### src/rtl/execute_stage_pkg.sv
`default_nettype none
// ============================================================================
// Module      : execute_stage_pkg
// Description : Shared types for the execute stage: machine word and register
//               index types, control/decode words, ALU and branch operation
//               encodings, and the serial-shift FSM state type.
// Revision    : 1.0 - initial release
// ============================================================================
package execute_stage_pkg;

    typedef logic [31:0] rvga_word;
    typedef logic [4:0]  rvga_reg;

    typedef enum logic [2:0] {
        e_rvga_inst_type_r = 3'd0,
        e_rvga_inst_type_i = 3'd1,
        e_rvga_inst_type_s = 3'd2,
        e_rvga_inst_type_b = 3'd3,
        e_rvga_inst_type_u = 3'd4,
        e_rvga_inst_type_j = 3'd5,
        e_rvga_inst_type_e = 3'd6
    } rvga_inst_type_e;

    // ALU operation selected by funct3
    typedef enum logic [2:0] {
        e_rvga_art_add  = 3'd0,
        e_rvga_art_sll  = 3'd1,
        e_rvga_art_slt  = 3'd2,
        e_rvga_art_sltu = 3'd3,
        e_rvga_art_xor  = 3'd4,
        e_rvga_art_srl  = 3'd5,
        e_rvga_art_or   = 3'd6,
        e_rvga_art_and  = 3'd7
    } rvga_artop_e;

    // Branch comparison selected by funct3 (2 and 3 are unused encodings)
    typedef enum logic [2:0] {
        e_rvga_br_eq  = 3'd0,
        e_rvga_br_ne  = 3'd1,
        e_rvga_br_lt  = 3'd4,
        e_rvga_br_ge  = 3'd5,
        e_rvga_br_ltu = 3'd6,
        e_rvga_br_geu = 3'd7
    } rvga_brop_e;

    typedef enum logic [0:0] {
        IDLE  = 1'b0,
        SHIFT = 1'b1
    } rvga_exec_state_e;

    typedef struct packed {
        logic       rd_w_v;
        logic       dcache_w_v;
        logic       dcache_r_v;
        logic [2:0] funct3;
        logic       imm_v;
        logic       rs1_pc_sel;
        logic       imm_passthrough_v;
        logic       alt_art;
    } rvga_cword_s;

    typedef struct packed {
        logic [6:0]      opcode;
        rvga_inst_type_e inst_type;
    } rvga_dword_s;

    localparam logic [6:0] c_OPC_LOAD  = 7'b0000011;
    localparam logic [6:0] c_OPC_STORE = 7'b0100011;

endpackage
`default_nettype wire

### src/rtl/execute_stage_if.sv
`default_nettype none
// ============================================================================
// Module      : execute_stage_if
// Description : Decode -> execute handshake bundle.
//               master : decode side (drives instruction, samples ready)
//               slave  : execute side (samples instruction, drives ready)
//               Signals: dec_v_i, exec_ready_o, decode_pc, decode_imm_data,
//                        decode_rd, rs1_data_i, rs2_data_i, cword_i, dword_i
// Revision    : 1.0 - initial release
// ============================================================================
interface execute_stage_if;
    import execute_stage_pkg::*;

    logic        dec_v_i;
    logic        exec_ready_o;
    rvga_word    decode_pc;
    rvga_word    decode_imm_data;
    rvga_reg     decode_rd;
    rvga_word    rs1_data_i;
    rvga_word    rs2_data_i;
    rvga_cword_s cword_i;
    rvga_dword_s dword_i;

    modport master (
        output dec_v_i, decode_pc, decode_imm_data, decode_rd,
               rs1_data_i, rs2_data_i, cword_i, dword_i,
        input  exec_ready_o
    );

    modport slave (
        input  dec_v_i, decode_pc, decode_imm_data, decode_rd,
               rs1_data_i, rs2_data_i, cword_i, dword_i,
        output exec_ready_o
    );

endinterface
`default_nettype wire

### src/rtl/execute_stage_alu.sv
`default_nettype none
// ============================================================================
// Module      : rvga_alu
// Description : Combinational 32-bit ALU selected by funct3/alt_art.
//               Config macro RVGA_EXEC_BARREL_SHIFT_EN: when defined, shifts
//               are done here in one step; otherwise shift ops return operand
//               A unchanged and the execute stage shifts serially.
// Ports       : a_i, b_i (operands), funct3_i, alt_art_i -> result_o
// Revision    : 1.0 - initial release
// ============================================================================
module rvga_alu
    import execute_stage_pkg::*;
(
    input  rvga_word   a_i,
    input  rvga_word   b_i,
    input  logic [2:0] funct3_i,
    input  logic       alt_art_i,
    output rvga_word   result_o
);

    always_comb begin
        result_o = '0;
        case (funct3_i)
            e_rvga_art_add:  result_o = alt_art_i ? (a_i - b_i) : (a_i + b_i);
`ifdef RVGA_EXEC_BARREL_SHIFT_EN
            e_rvga_art_sll:  result_o = a_i << b_i[4:0];
            e_rvga_art_srl:  result_o = alt_art_i ? rvga_word'($signed(a_i) >>> b_i[4:0])
                                                  : (a_i >> b_i[4:0]);
`else
            // Serial shifter owns these; A unchanged is also the n = 0 answer
            e_rvga_art_sll:  result_o = a_i;
            e_rvga_art_srl:  result_o = a_i;
`endif
            e_rvga_art_slt:  result_o = {31'b0, ($signed(a_i) < $signed(b_i))};
            e_rvga_art_sltu: result_o = {31'b0, (a_i < b_i)};
            e_rvga_art_xor:  result_o = a_i ^ b_i;
            e_rvga_art_or:   result_o = a_i | b_i;
            e_rvga_art_and:  result_o = a_i & b_i;
            default:         result_o = '0;
        endcase
    end

endmodule
`default_nettype wire

### src/rtl/execute_stage.sv
`default_nettype none
// ============================================================================
// Module      : execute_stage
// Description : Execute stage: operand select, ALU, load/store address,
//               branch resolution, and registered results. Shifts by n > 0
//               run serially (1 bit/cycle) unless RVGA_EXEC_BARREL_SHIFT_EN
//               is defined, in which case every op completes in one cycle.
// Ports       : clk_i, rst_i (async, active-high)
//               dec                - execute_stage_if.slave decode bundle
//               exec_v_o           - one-cycle completion pulse
//               exec_pc/result/store_data/rd, cword_o - registered results
//               br_taken_o/br_target_o - branch resolution
//               illegal_o          - illegal instruction pulse
// Revision    : 1.0 - initial release
// ============================================================================
module execute_stage
    import execute_stage_pkg::*;
(
    input  wire logic          clk_i,
    input  wire logic          rst_i,
    execute_stage_if.slave     dec,
    output logic               exec_v_o,
    output rvga_word           exec_pc,
    output rvga_word           exec_result,
    output rvga_word           exec_store_data,
    output rvga_reg            exec_rd,
    output rvga_cword_s        cword_o,
    output logic               br_taken_o,
    output rvga_word           br_target_o,
    output logic               illegal_o
);

    rvga_word    w_op_a;
    rvga_word    w_op_b;
    rvga_word    w_alu_result;
    rvga_word    w_result;
    rvga_word    w_br_target;
    rvga_cword_s w_cword;
    logic        w_is_branch;
    logic        w_is_illegal;
    logic        w_is_mem;
    logic        w_br_taken;
    logic        w_accept;
    logic        w_ready;
    logic        w_start_shift;

    assign w_accept     = dec.dec_v_i & w_ready;
    assign dec.exec_ready_o = w_ready;

    assign w_op_a       = dec.cword_i.rs1_pc_sel ? dec.decode_pc : dec.rs1_data_i;
    assign w_op_b       = dec.cword_i.imm_v ? dec.decode_imm_data : dec.rs2_data_i;
    assign w_is_branch  = (dec.dword_i.inst_type == e_rvga_inst_type_b);
    assign w_is_illegal = (dec.dword_i.inst_type == e_rvga_inst_type_e);
    assign w_is_mem     = (dec.dword_i.opcode == c_OPC_LOAD) |
                          (dec.dword_i.opcode == c_OPC_STORE);
    assign w_br_target  = dec.decode_pc + (dec.decode_imm_data << 1);

    rvga_alu u_alu (
        .a_i       (w_op_a),
        .b_i       (w_op_b),
        .funct3_i  (dec.cword_i.funct3),
        .alt_art_i (dec.cword_i.alt_art),
        .result_o  (w_alu_result)
    );

    // Passthrough wins over everything; memory ops always compute rs1 + imm
    // regardless of funct3 (which carries the access size there).
    always_comb begin
        w_result = w_alu_result;
        if (dec.cword_i.imm_passthrough_v) begin
            w_result = dec.decode_imm_data;
        end else if (w_is_mem) begin
            w_result = dec.rs1_data_i + dec.decode_imm_data;
        end
    end

    always_comb begin
        w_br_taken = 1'b0;
        if (w_is_branch) begin
            case (dec.cword_i.funct3)
                e_rvga_br_eq:  w_br_taken = (dec.rs1_data_i == dec.rs2_data_i);
                e_rvga_br_ne:  w_br_taken = (dec.rs1_data_i != dec.rs2_data_i);
                e_rvga_br_lt:  w_br_taken = ($signed(dec.rs1_data_i) <  $signed(dec.rs2_data_i));
                e_rvga_br_ge:  w_br_taken = ($signed(dec.rs1_data_i) >= $signed(dec.rs2_data_i));
                e_rvga_br_ltu: w_br_taken = (dec.rs1_data_i <  dec.rs2_data_i);
                e_rvga_br_geu: w_br_taken = (dec.rs1_data_i >= dec.rs2_data_i);
                default:       w_br_taken = 1'b0;
            endcase
        end
    end

    // Branches never write the register file
    always_comb begin
        w_cword = dec.cword_i;
        if (w_is_branch) begin
            w_cword.rd_w_v = 1'b0;
        end
    end

`ifdef RVGA_EXEC_BARREL_SHIFT_EN
    assign w_ready       = 1'b1;
    assign w_start_shift = 1'b0;
`else
    rvga_exec_state_e r_state;
    rvga_exec_state_e w_state_next;
    logic [4:0]       r_shift_cnt;
    rvga_word         r_shift_val;
    rvga_word         w_shift_next;
    rvga_word         r_pend_pc;
    rvga_word         r_pend_store;
    rvga_reg          r_pend_rd;
    rvga_cword_s      r_pend_cword;
    logic             r_shift_left;
    logic             r_shift_arith;
    logic             w_shift_done;
    logic             w_is_shift;
    logic [4:0]       w_shamt;

    assign w_shamt    = w_op_b[4:0];
    assign w_is_shift = ~w_is_branch & ~w_is_illegal & ~w_is_mem &
                        ~dec.cword_i.imm_passthrough_v &
                        ((dec.cword_i.funct3 == e_rvga_art_sll) |
                         (dec.cword_i.funct3 == e_rvga_art_srl));
    assign w_start_shift = w_accept & w_is_shift & (w_shamt != 5'd0);
    assign w_ready       = (r_state == IDLE);

    assign w_shift_next = r_shift_left ? {r_shift_val[30:0], 1'b0}
                                       : {r_shift_arith & r_shift_val[31], r_shift_val[31:1]};

    always_ff @(posedge clk_i or posedge rst_i) begin
        if (rst_i) begin
            r_state <= IDLE;
        end else begin
            r_state <= w_state_next;
        end
    end

    always_comb begin
        w_state_next = r_state;
        w_shift_done = 1'b0;
        case (r_state)
            IDLE: begin
                if (w_start_shift) begin
                    w_state_next = SHIFT;
                end
            end
            SHIFT: begin
                // Last bit is shifted on this edge, result registered with it
                if (r_shift_cnt == 5'd1) begin
                    w_state_next = IDLE;
                    w_shift_done = 1'b1;
                end
            end
            default: w_state_next = IDLE;
        endcase
    end

    // Holds the in-flight shift; outputs only see it on completion
    always_ff @(posedge clk_i or posedge rst_i) begin
        if (rst_i) begin
            r_shift_cnt   <= '0;
            r_shift_val   <= '0;
            r_pend_pc     <= '0;
            r_pend_store  <= '0;
            r_pend_rd     <= '0;
            r_pend_cword  <= '0;
            r_shift_left  <= 1'b0;
            r_shift_arith <= 1'b0;
        end else if (w_start_shift) begin
            r_shift_cnt   <= w_shamt;
            r_shift_val   <= w_op_a;
            r_pend_pc     <= dec.decode_pc;
            r_pend_store  <= dec.rs2_data_i;
            r_pend_rd     <= dec.decode_rd;
            r_pend_cword  <= w_cword;
            r_shift_left  <= (dec.cword_i.funct3 == e_rvga_art_sll);
            r_shift_arith <= dec.cword_i.alt_art;
        end else if (r_state == SHIFT) begin
            r_shift_val   <= w_shift_next;
            r_shift_cnt   <= r_shift_cnt - 5'd1;
        end
    end
`endif

    always_ff @(posedge clk_i or posedge rst_i) begin
        if (rst_i) begin
            exec_v_o        <= 1'b0;
            exec_pc         <= '0;
            exec_result     <= '0;
            exec_store_data <= '0;
            exec_rd         <= '0;
            cword_o         <= '0;
            br_taken_o      <= 1'b0;
            br_target_o     <= '0;
            illegal_o       <= 1'b0;
        end else begin
            // Bubble by default: pulses and side-effect bits drop, data holds
            exec_v_o           <= 1'b0;
            br_taken_o         <= 1'b0;
            illegal_o          <= 1'b0;
            cword_o.rd_w_v     <= 1'b0;
            cword_o.dcache_w_v <= 1'b0;
            cword_o.dcache_r_v <= 1'b0;
            if (w_accept && !w_start_shift) begin
                if (w_is_illegal) begin
                    illegal_o <= 1'b1;
                end else begin
                    exec_v_o        <= 1'b1;
                    exec_pc         <= dec.decode_pc;
                    exec_result     <= w_result;
                    exec_store_data <= dec.rs2_data_i;
                    exec_rd         <= dec.decode_rd;
                    cword_o         <= w_cword;
                    br_taken_o      <= w_br_taken;
                    br_target_o     <= w_br_target;
                end
            end
`ifndef RVGA_EXEC_BARREL_SHIFT_EN
            else if (w_shift_done) begin
                exec_v_o        <= 1'b1;
                exec_pc         <= r_pend_pc;
                exec_result     <= w_shift_next;
                exec_store_data <= r_pend_store;
                exec_rd         <= r_pend_rd;
                cword_o         <= r_pend_cword;
            end
`endif
        end
    end

endmodule
`default_nettype wire

### src/flat_wrapper.sv
// flat-port wrapper written by rule: the top's interface ports become plain ports
module execute_stage_flat import execute_stage_pkg::*;
  (clk_i, rst_i, exec_v_o, exec_pc, exec_result, exec_store_data, exec_rd, cword_o, br_taken_o, br_target_o, illegal_o, dec_dec_v_i, dec_decode_pc, dec_decode_imm_data, dec_decode_rd, dec_rs1_data_i, dec_rs2_data_i, dec_cword_i, dec_dword_i, dec_exec_ready_o);
  execute_stage_if dec_i ();
  input  wire logic clk_i;
  input  wire logic rst_i;
  output logic exec_v_o;
  output rvga_word exec_pc;
  output rvga_word exec_result;
  output rvga_word exec_store_data;
  output rvga_reg exec_rd;
  output rvga_cword_s cword_o;
  output logic br_taken_o;
  output rvga_word br_target_o;
  output logic illegal_o;
  input wire logic [$bits(dec_i.dec_v_i)-1:0] dec_dec_v_i;
  input wire logic [$bits(dec_i.decode_pc)-1:0] dec_decode_pc;
  input wire logic [$bits(dec_i.decode_imm_data)-1:0] dec_decode_imm_data;
  input wire logic [$bits(dec_i.decode_rd)-1:0] dec_decode_rd;
  input wire logic [$bits(dec_i.rs1_data_i)-1:0] dec_rs1_data_i;
  input wire logic [$bits(dec_i.rs2_data_i)-1:0] dec_rs2_data_i;
  input wire logic [$bits(dec_i.cword_i)-1:0] dec_cword_i;
  input wire logic [$bits(dec_i.dword_i)-1:0] dec_dword_i;
  output wire logic [$bits(dec_i.exec_ready_o)-1:0] dec_exec_ready_o;
  assign dec_i.dec_v_i = dec_dec_v_i;
  assign dec_i.decode_pc = dec_decode_pc;
  assign dec_i.decode_imm_data = dec_decode_imm_data;
  assign dec_i.decode_rd = dec_decode_rd;
  assign dec_i.rs1_data_i = dec_rs1_data_i;
  assign dec_i.rs2_data_i = dec_rs2_data_i;
  assign dec_i.cword_i = dec_cword_i;
  assign dec_i.dword_i = dec_dword_i;
  assign dec_exec_ready_o = dec_i.exec_ready_o;
  execute_stage u_core (.clk_i(clk_i), .rst_i(rst_i), .dec(dec_i), .exec_v_o(exec_v_o), .exec_pc(exec_pc), .exec_result(exec_result), .exec_store_data(exec_store_data), .exec_rd(exec_rd), .cword_o(cword_o), .br_taken_o(br_taken_o), .br_target_o(br_target_o), .illegal_o(illegal_o));
endmodule
### config.mk
export PLATFORM = sky130hd
export DESIGN_NAME = execute_stage_flat
export DESIGN_NICKNAME = d
export VERILOG_FILES = /design/src/rtl/execute_stage_pkg.sv /design/src/rtl/execute_stage_if.sv /design/src/rtl/execute_stage_alu.sv /design/src/rtl/execute_stage.sv /design/src/flat_wrapper.sv
export SDC_FILE = /design/constraint.sdc
export NUM_CORES = 1
export LEC_CHECK = 0
export CELL_PAD_IN_SITES_DETAIL_PLACEMENT = 0
export CELL_PAD_IN_SITES_GLOBAL_PLACEMENT = 1
export CORE_MARGIN = 2
export CORE_UTILIZATION = 43
export CTS_BUF_LIST = sky130_fd_sc_hd__clkbuf_8
export DETAILED_ROUTE_END_ITERATION = 10
export GPL_TIMING_DRIVEN = 0
export HOLD_SLACK_MARGIN = 0.08
export PLACE_DENSITY = 0.82
export SYNTH_ARGS = -nofsm -noshare
export SYNTH_HDL_FRONTEND = slang
export SYNTH_SLANG_ARGS = --single-unit
### constraint.sdc
create_clock -name clk_i -period 13.5 [get_ports clk_i]
set_input_delay 4.05 -clock clk_i [delete_from_list [all_inputs] [get_ports clk_i]]
set_output_delay 4.05 -clock clk_i [all_outputs]
set_load 0.01 [all_outputs]
==> results of run 1 <==
## cells by family (layout without fill, tap and decap cells)
logic type | count (synthesis) | after routing | share of synthesized area, %
AND/OR/NAND/NOR | 935 | 935 | 18.6
AO/OA/AOI/OAI | 833 | 833 | 25.8
buffers and inverters | 313 | 693 | 6.28
flip-flops | 264 | 264 | 30.8
adder cells (fa/ha/maj) | 195 | 195 | 11.5
XOR/XNOR | 81 | 81 | 3.30
multiplexers | 77 | 77 | 3.76
other | 0 | 4 | 0
## through the flow
step / std cells / hold slack, ns
floorplan: 2698 / 0.435
global placement: 3658 / 0.453
detailed placement: 3660 / 0.461
CTS: 3741 / 0.474
global route: 3743 / 0.497
finish: 3746 / 0.470
## worst max-delay path by stage
stage | startpoint | end | slack [ns]
after floorplan | rst_i | u_core.br_taken_o | 2.18
after global placement | rst_i | u_core.br_taken_o | -1.32
after detailed placement | dec_cword_i[2] | u_core.exec_result[0] | 3.45
after global routing | dec_cword_i[2] | u_core.exec_result[0] | 3.86
final | dec_cword_i[2] | u_core.exec_result[0] | 3.94
after CTS | dec_cword_i[2] | u_core.exec_result[0] | 4.08
## flip-flops by register name, summed over array words and instances (netlist names)
signal,count
u_core.r_pend_rd,5
u_core.r_shift_left,1
u_core.br_target_o,32
u_core.exec_v_o,1
u_core.cword_o,10
u_core.illegal_o,1
u_core.r_pend_cword,10
u_core.r_shift_val,32
u_core.r_pend_store,32
u_core.r_shift_cnt,5
u_core.r_state,1
u_core.exec_store_data,32
u_core.exec_pc,32
u_core.br_taken_o,1
u_core.exec_result,32
u_core.exec_rd,5
u_core.r_pend_pc,32
## area by class of cell
class / instances / area [um2] / share of cell area (%)
clock inverters: 26 / 204 / 0.775
flip-flops and latches: 264 / 6610 / 25.1
inverters: 149 / 567 / 2.15
clock buffers: 55 / 757 / 2.88
plain buffers: 164 / 790 / 3.00
well taps: 664 / 831 / 3.16
multi-input cells: 2121 / 13500 / 51.4
diodes: 4 / 10.0 / 0.0380
repair buffers: 299 / 3030 / 11.5
## worst reg2reg max path, cell delays in order, from the launching register on
cell and delay (ns):
dfrtp_1 0.40, inv_1 0.08, ha_1 0.13, nor4b_1 0.70, and2_1 0.22, buf_1 0.44, a21oi_1 0.29, inv_2 0.15
clkbuf_1 0.82, clkbuf_1 0.99, clkbuf_1 0.78, a31oi_1 0.20
## Yosys cell counts, types with 11 or more instances
cell type / number
xnor2_1: 48
a21oi_1: 174
o31ai_1: 11
nor2b_1: 21
buf_1: 16
mux2_2: 30
o22ai_1: 16
o21bai_1: 12
and3_1: 23
inv_1: 145
a21o_1: 54
nand4_1: 16
clkbuf_8: 12
dfrtp_1: 264
nor4_1: 11
ha_1: 191
a22o_1: 11
a22oi_1: 14
o221ai_1: 20
a221oi_1: 15
o21ai_0: 186
xor2_1: 33
a211oi_1: 31
o211ai_1: 29
nand2b_1: 15
nand3_1: 39
nor2_1: 233
nor3_1: 35
a31oi_1: 86
clkbuf_1: 127
nand2_1: 496
a221o_1: 38
mux2i_1: 47
o21a_1: 44
## metal layers
metal | up-vias | wire length (um)
met1 | 11400 | 41800
li1 | 10300 | -
met3 | 229 | 8990
met2 | 1345 | 47100
met4 | 2 | 4540
met5 | - | 13
## power breakdown
group          switching (mW)  total [mW]  internal [mW]
combinational            1.24        2.18          0.944
sequential              0.268        1.42           1.15
clock                   0.365       0.793          0.428
==> impl_metrics.py, run 1 <==
metrics = {
    "run_status": {
        "status": "finished clean",
    },
    "logic_synthesis": {
        "synth_top_flop_cell": "dfrtp_1",
        "syn_avg_cell_area_um2": 7.96,
        "ys_types": 99,
        "synthArstFlopShare_pct": 100,
        "ys_seq_area_share_pct": 30.8,
        "syn_inst": 2698,
        "synth_top_cell_area_share_pct": 30.8,
        "yosysTopAreaCell": "dfrtp_1",
        "synth_edf_count": 0,
        "synth_nets": 3049,
        "yosys_register_bits": 264,
        "netlist_area_um2": 21500,
        "synth.area.top_cells": "dfrtp_1 (31%), ha_1 (11%), nand2_1 (8.7%)",
        "synth_warnings": 0,
    },
    "grt": {
        "grt_pass1_wl_um": 146000,
        "grt.overflow.total": 0,
        "busiest_layer": "met2",
        "met2_usage_pct": 63.8,
        "groute.usage.overall_pct": 38.7,
        "antenna_found_initial": 3,
        "grt_util_met3_pct": 5.56,
        "grt_util_met1_pct": 51.1,
        "grt_pass1_vias": 22200,
        "grt_max_degree": 107,
    },
    "layout": {
        "nFillCells": 4778,
        "area_growth_pct": 22.5,
        "fin_nets": 3396,
        "final_cell_area_um2": 26300,
        "final_common_cell": "nand2_1",
        "layout_common_cells": "nand2_1 (496), clkdlybuf4s50_1 (296), dfrtp_1 (264)",
        "layout-drive-gt1-share_pct": 5.00,
        "post-route-util_pct": 53.5,
    },
    "worst_setup_path": {
        "reg2regPathDepth": 11,
        "worstPathArrival_ns": 10.02,
        "crit_path_max_incr_delay_ns": 0.95,
        "cp_cell_sequence": "clkbuf_1 > buf_2 > buf_1 > mux2i_1 > ha_1 > inv_1 > nand2_1 > o21ai_0 > nand4_1 > o211ai_1 > a221oi_1 > o41ai_1 > a211oi_1 > o31ai_1 > a31oi_1",
        "critical_path.top_delay_family": "compound AO/OA/AOI/OAI gates",
        "end_kind": "register",
        "r2r-start": "u_core.r_shift_cnt[1]",
        "cp.depth": 15,
        "criticalPathCategory": "in2reg",
        "ff2ff_setup_slack_ns": 8.13,
        "startpoint_type": "input pin",
        "crit_fanout": 10,
        "cp.required_ns": 13.96,
        "r2r-end": "u_core.exec_pc[28]",
        "path_buf_inv": 4,
        "slowest_stage": "o41ai_1",
    },
    "routing": {
        "ant_nets": 0,
        "drt-total-wl_um": 102000,
        "drc": 0,
        "routed-via-count": 23300,
        "vias_per_cell": 6.22,
        "wl_per_cell_um": 27.3,
        "drt_iter0_drc": 2731,
        "dr.pass1.iters": 8,
    },
    "sta": {
        "drv_slew": 0,
        "finalSetupViolations": 0,
        "fin_crit_sh_pct": 70.8,
        "tns_ns": 0,
        "layout_setup_ws_ns": 3.94,
        "hold_violations": 0,
        "skew_ns": 0.0277,
        "period_needed_ns": 9.56,
        "worst-slew-pin-transition_ns": 1.43,
        "rsz0062_at_grt": "false",
        "fmax_ghz": 0.105,
        "relSlewSlack_pct": 4.59,
    },
    "power_and_ir_drop": {
        "power.leakage_nw": 11.9,
        "power_density_nw_per_um2": 167,
        "ir_drop_mv": 0.0667,
        "totalPowerFinal_mw": 4.40,
    },
    "clocking": {
        "cts_tree": "built",
        "cts.reportedPaths.clkPinSlew_ns": 0.06,
        "holdBufCountCts": 0,
        "clock-root-buffer": "clkbuf_8",
        "cts_resized": 0,
        "htree_levels": 2,
        "clkLatencyLatePin_ns": 0.62,
        "numCtsBuffers": 46,
        "cts_sinks": 264,
        "cts_setup_buffers": 0,
        "clock_path_buffers": 3,
    },
    "die": {
        "row_count": 81,
        "die-area_um2": 51700,
        "ios": 303,
        "core_um2": 49200,
        "die_y_um": 227,
        "chipWidth_um": 227,
        "initial_core_util_pct": 43.7,
    },
    "min_path": {
        "worstHoldStart": "u_core.cword_o[4]",
        "min_path_type": "reg2reg",
        "hold_path_end": "u_core.cword_o[4]",
        "hold_depth": 2,
    },
    "placement": {
        "gp_congestion": 0.985,
        "place_area_um2": 25300,
        "hpwlAfterDp_um": 82500,
        "place_ws_ns": 3.45,
        "port-buffer-count": 296,
    },
    "job": {
        "maxCapViolations": 0,
    },
}
Note: power is estimated with default switching activity, not from simulation.
==> inputs of run 2 (changes only) <==
Settings changed: CORE_UTILIZATION 43 to 38, PLACE_DENSITY 0.82 to 0.77.
Clock period 13.5 ns to 8 ns, I/O delays scaled along.
==> run 2 against run 1 <==
Effect of this change:
- the flow now finishes with violations (capacitance limit)
- flip-flop and latch count is the same
- clock power grew 87%
- wire length grew 4.6%
- worst hold slack lost 0.0033 ns
- register-to-register slack lost 5.7 ns
- largest cell class unchanged
- highest routed layer unchanged
==> impl_metrics.py, run 2 (same netlist as run 1, synthesis figures left out) <==
metrics = {
    "run_status": {
        "status": "finished, violations left",
        "violations": "capacitance limit",
    },
    "clocking": {
        "cts_tree": "built",
        "clock-root-buffer": "clkbuf_8",
        "htree_levels": 2,
        "cts_sinks": 264,
        "cts.reportedPaths.clkPinSlew_ns": 0.07,
        "clock_path_buffers": 3,
        "clkLatencyLatePin_ns": 0.65,
        "cts_resized": 0,
        "cts_setup_buffers": 0,
        "numCtsBuffers": 48,
        "holdBufCountCts": 0,
    },
    "power_and_ir_drop": {
        "netSwitchingFraction_pct": 42.5,
        "power.leakage_nw": 12.0,
        "seqPwrFrac_pct": 31.8,
        "p_switching_mw": 3.23,
        "clock_power_share_pct": 19.4,
        "totalPowerFinal_mw": 7.60,
        "pwr-share-comb_pct": 48.7,
        "intPower_mw": 4.37,
        "ir_drop_mv": 0.124,
        "power_density_nw_per_um2": 285,
    },
    "die": {
        "ios": 303,
        "chipWidth_um": 242,
        "core_um2": 56200,
        "initial_core_util_pct": 38.2,
        "die-area_um2": 58400,
        "row_count": 87,
        "die_y_um": 242,
    },
    "layout": {
        "fin_nets": 3403,
        "post_layout_nonfiller_instances": 3848,
        "layout_common_cells": "nand2_1 (496), clkdlybuf4s50_1 (296), dfrtp_1 (264)",
        "final_cell_area_um2": 26700,
        "area_growth_pct": 24.2,
        "final_common_cell": "nand2_1",
        "layout-drive-gt1-share_pct": 5.53,
    },
    "routing": {
        "wl_per_cell_um": 27.8,
        "dr_wl_met3_um": 8630,
        "drt_iter0_drc": 2283,
        "drt-total-wl_um": 107000,
        "wl_met1_um": 44700,
        "top_layer": "met5",
        "dr.pass1.iters": 8,
        "met2_length_um": 49200,
        "drc": 0,
        "ant_nets": 0,
        "vias_per_cell": 5.98,
        "routed-via-count": 23000,
    },
    "worst_setup_path": {
        "path_buf_inv": 4,
        "crit_fanout": 10,
        "cp_cell_sequence": "clkbuf_1 > buf_2 > buf_1 > mux2i_1 > ha_1 > inv_1 > nand2_1 > o21ai_0 > nand4_1 > o211ai_1 > a221oi_1 > o41ai_1 > a211oi_1 > o31ai_1 > a31oi_1",
        "slowest_stage": "o41ai_1",
        "end_kind": "register",
        "criticalPathCategory": "in2reg",
        "worstPathArrival_ns": 8.32,
        "startpoint_type": "input pin",
        "crit_path_max_incr_delay_ns": 0.86,
        "cp.depth": 15,
        "reg2regPathDepth": 11,
        "cp.required_ns": 8.48,
        "critical_path.top_delay_family": "compound AO/OA/AOI/OAI gates",
    },
    "sta": {
        "relSlewSlack_pct": 0.987,
        "tns_ns": 0,
        "period_needed_ns": 7.84,
        "skew_ns": 0.0311,
        "rsz0062_at_grt": "false",
        "fin_crit_sh_pct": 98.0,
        "fmax_ghz": 0.128,
        "worst-slew-pin-transition_ns": 1.48,
        "hold_violations": 0,
        "finalSetupViolations": 0,
        "drv_slew": 0,
        "layout_setup_ws_ns": 0.163,
    },
    "grt": {
        "grt.overflow.total": 0,
        "grt_max_degree": 42,
        "groute.usage.overall_pct": 35.4,
        "grt_pass1_vias": 22400,
        "grt_pass1_wl_um": 154000,
        "antenna_found_initial": 4,
    },
    "placement": {
        "gp_congestion": 0.968,
        "port-buffer-count": 296,
        "hpwlAfterDp_um": 87100,
        "place_area_um2": 25600,
        "placed_cells": 3758,
        "place_ws_ns": -0.618,
    },
    "min_path": {
        "hold_depth": 2,
        "min_path_type": "reg2reg",
    },
    "job": {
        "maxCapViolations": 1,
    },
}
[run 2: cell count changes in the layout (fill, tap and decap cells not counted), moves of 2 or more]
cell      previous run  this run
inv_1              161       157
buf_12               0         7
inv_8                2         0
clkbuf_8            68        80
diode_2              4         1
[run 2: per-stage QoR]
step / utilization, % / hold slack (ns)
2_1_floorplan: - / 0.435
3_3_place_gp: 45.2 / 0.453
3_5_place_dp: 45.5 / 0.459
4_1_cts: 47.5 / 0.473
5_1_grt: 47.5 / 0.494
6_report: 47.5 / 0.467
[run 2: final timing paths]
kind	start	end	slack [ns]
worst max-delay path	dec_cword_i[2]	u_core.exec_result[0]	0.16
worst min register to register	u_core.cword_o[5]	u_core.cword_o[5]	0.47
min in group asynchronous	rst_i	u_core.exec_pc[21]	2.03
max in group asynchronous	rst_i	u_core.exec_result[3]	4.50
worst max register to register	u_core.r_shift_cnt[1]	u_core.exec_pc[25]	2.45
worst min-delay path	u_core.cword_o[5]	u_core.cword_o[5]	0.47
[run 2: routing by layer]
layer	vias to the layer above	track usage (%)
li1	10300	-
met3	221	6.90
met1	11300	46.1
met5	-	0
met4	6	13.5
met2	1144	58.0
[run 2: worst reg2reg max path, delay by kind of cell, from the launching register on]
family	cells	cell delay, ns
fa+ha+maj	1	0.14
flops	1	0.40
buf+inv	6	3.43
simple gates	2	0.89
compound gates	2	0.50
[run 2: final cells by class]
type                       instances  area [um2]
sequential                       264        6610
fill                            5599       29500
multi-input combinational       2121       13500
buffer                           164         790
tap                              756         946
inverter                         149         563
clock inverter                    21         175
timing repair buffer             304        3130
antenna                            1        2.50
clock buffer                      68         936
[run 2: power groups by stage]
stage	clock network [mW]	registers, mW	logic [mW]
floorplan	0	2.42	1.80
CTS	1.49	2.40	3.66
detailed placement	0	2.42	3.65
finish	1.48	2.42	3.71
global route	1.55	2.47	3.96
global placement	0	2.41	3.60
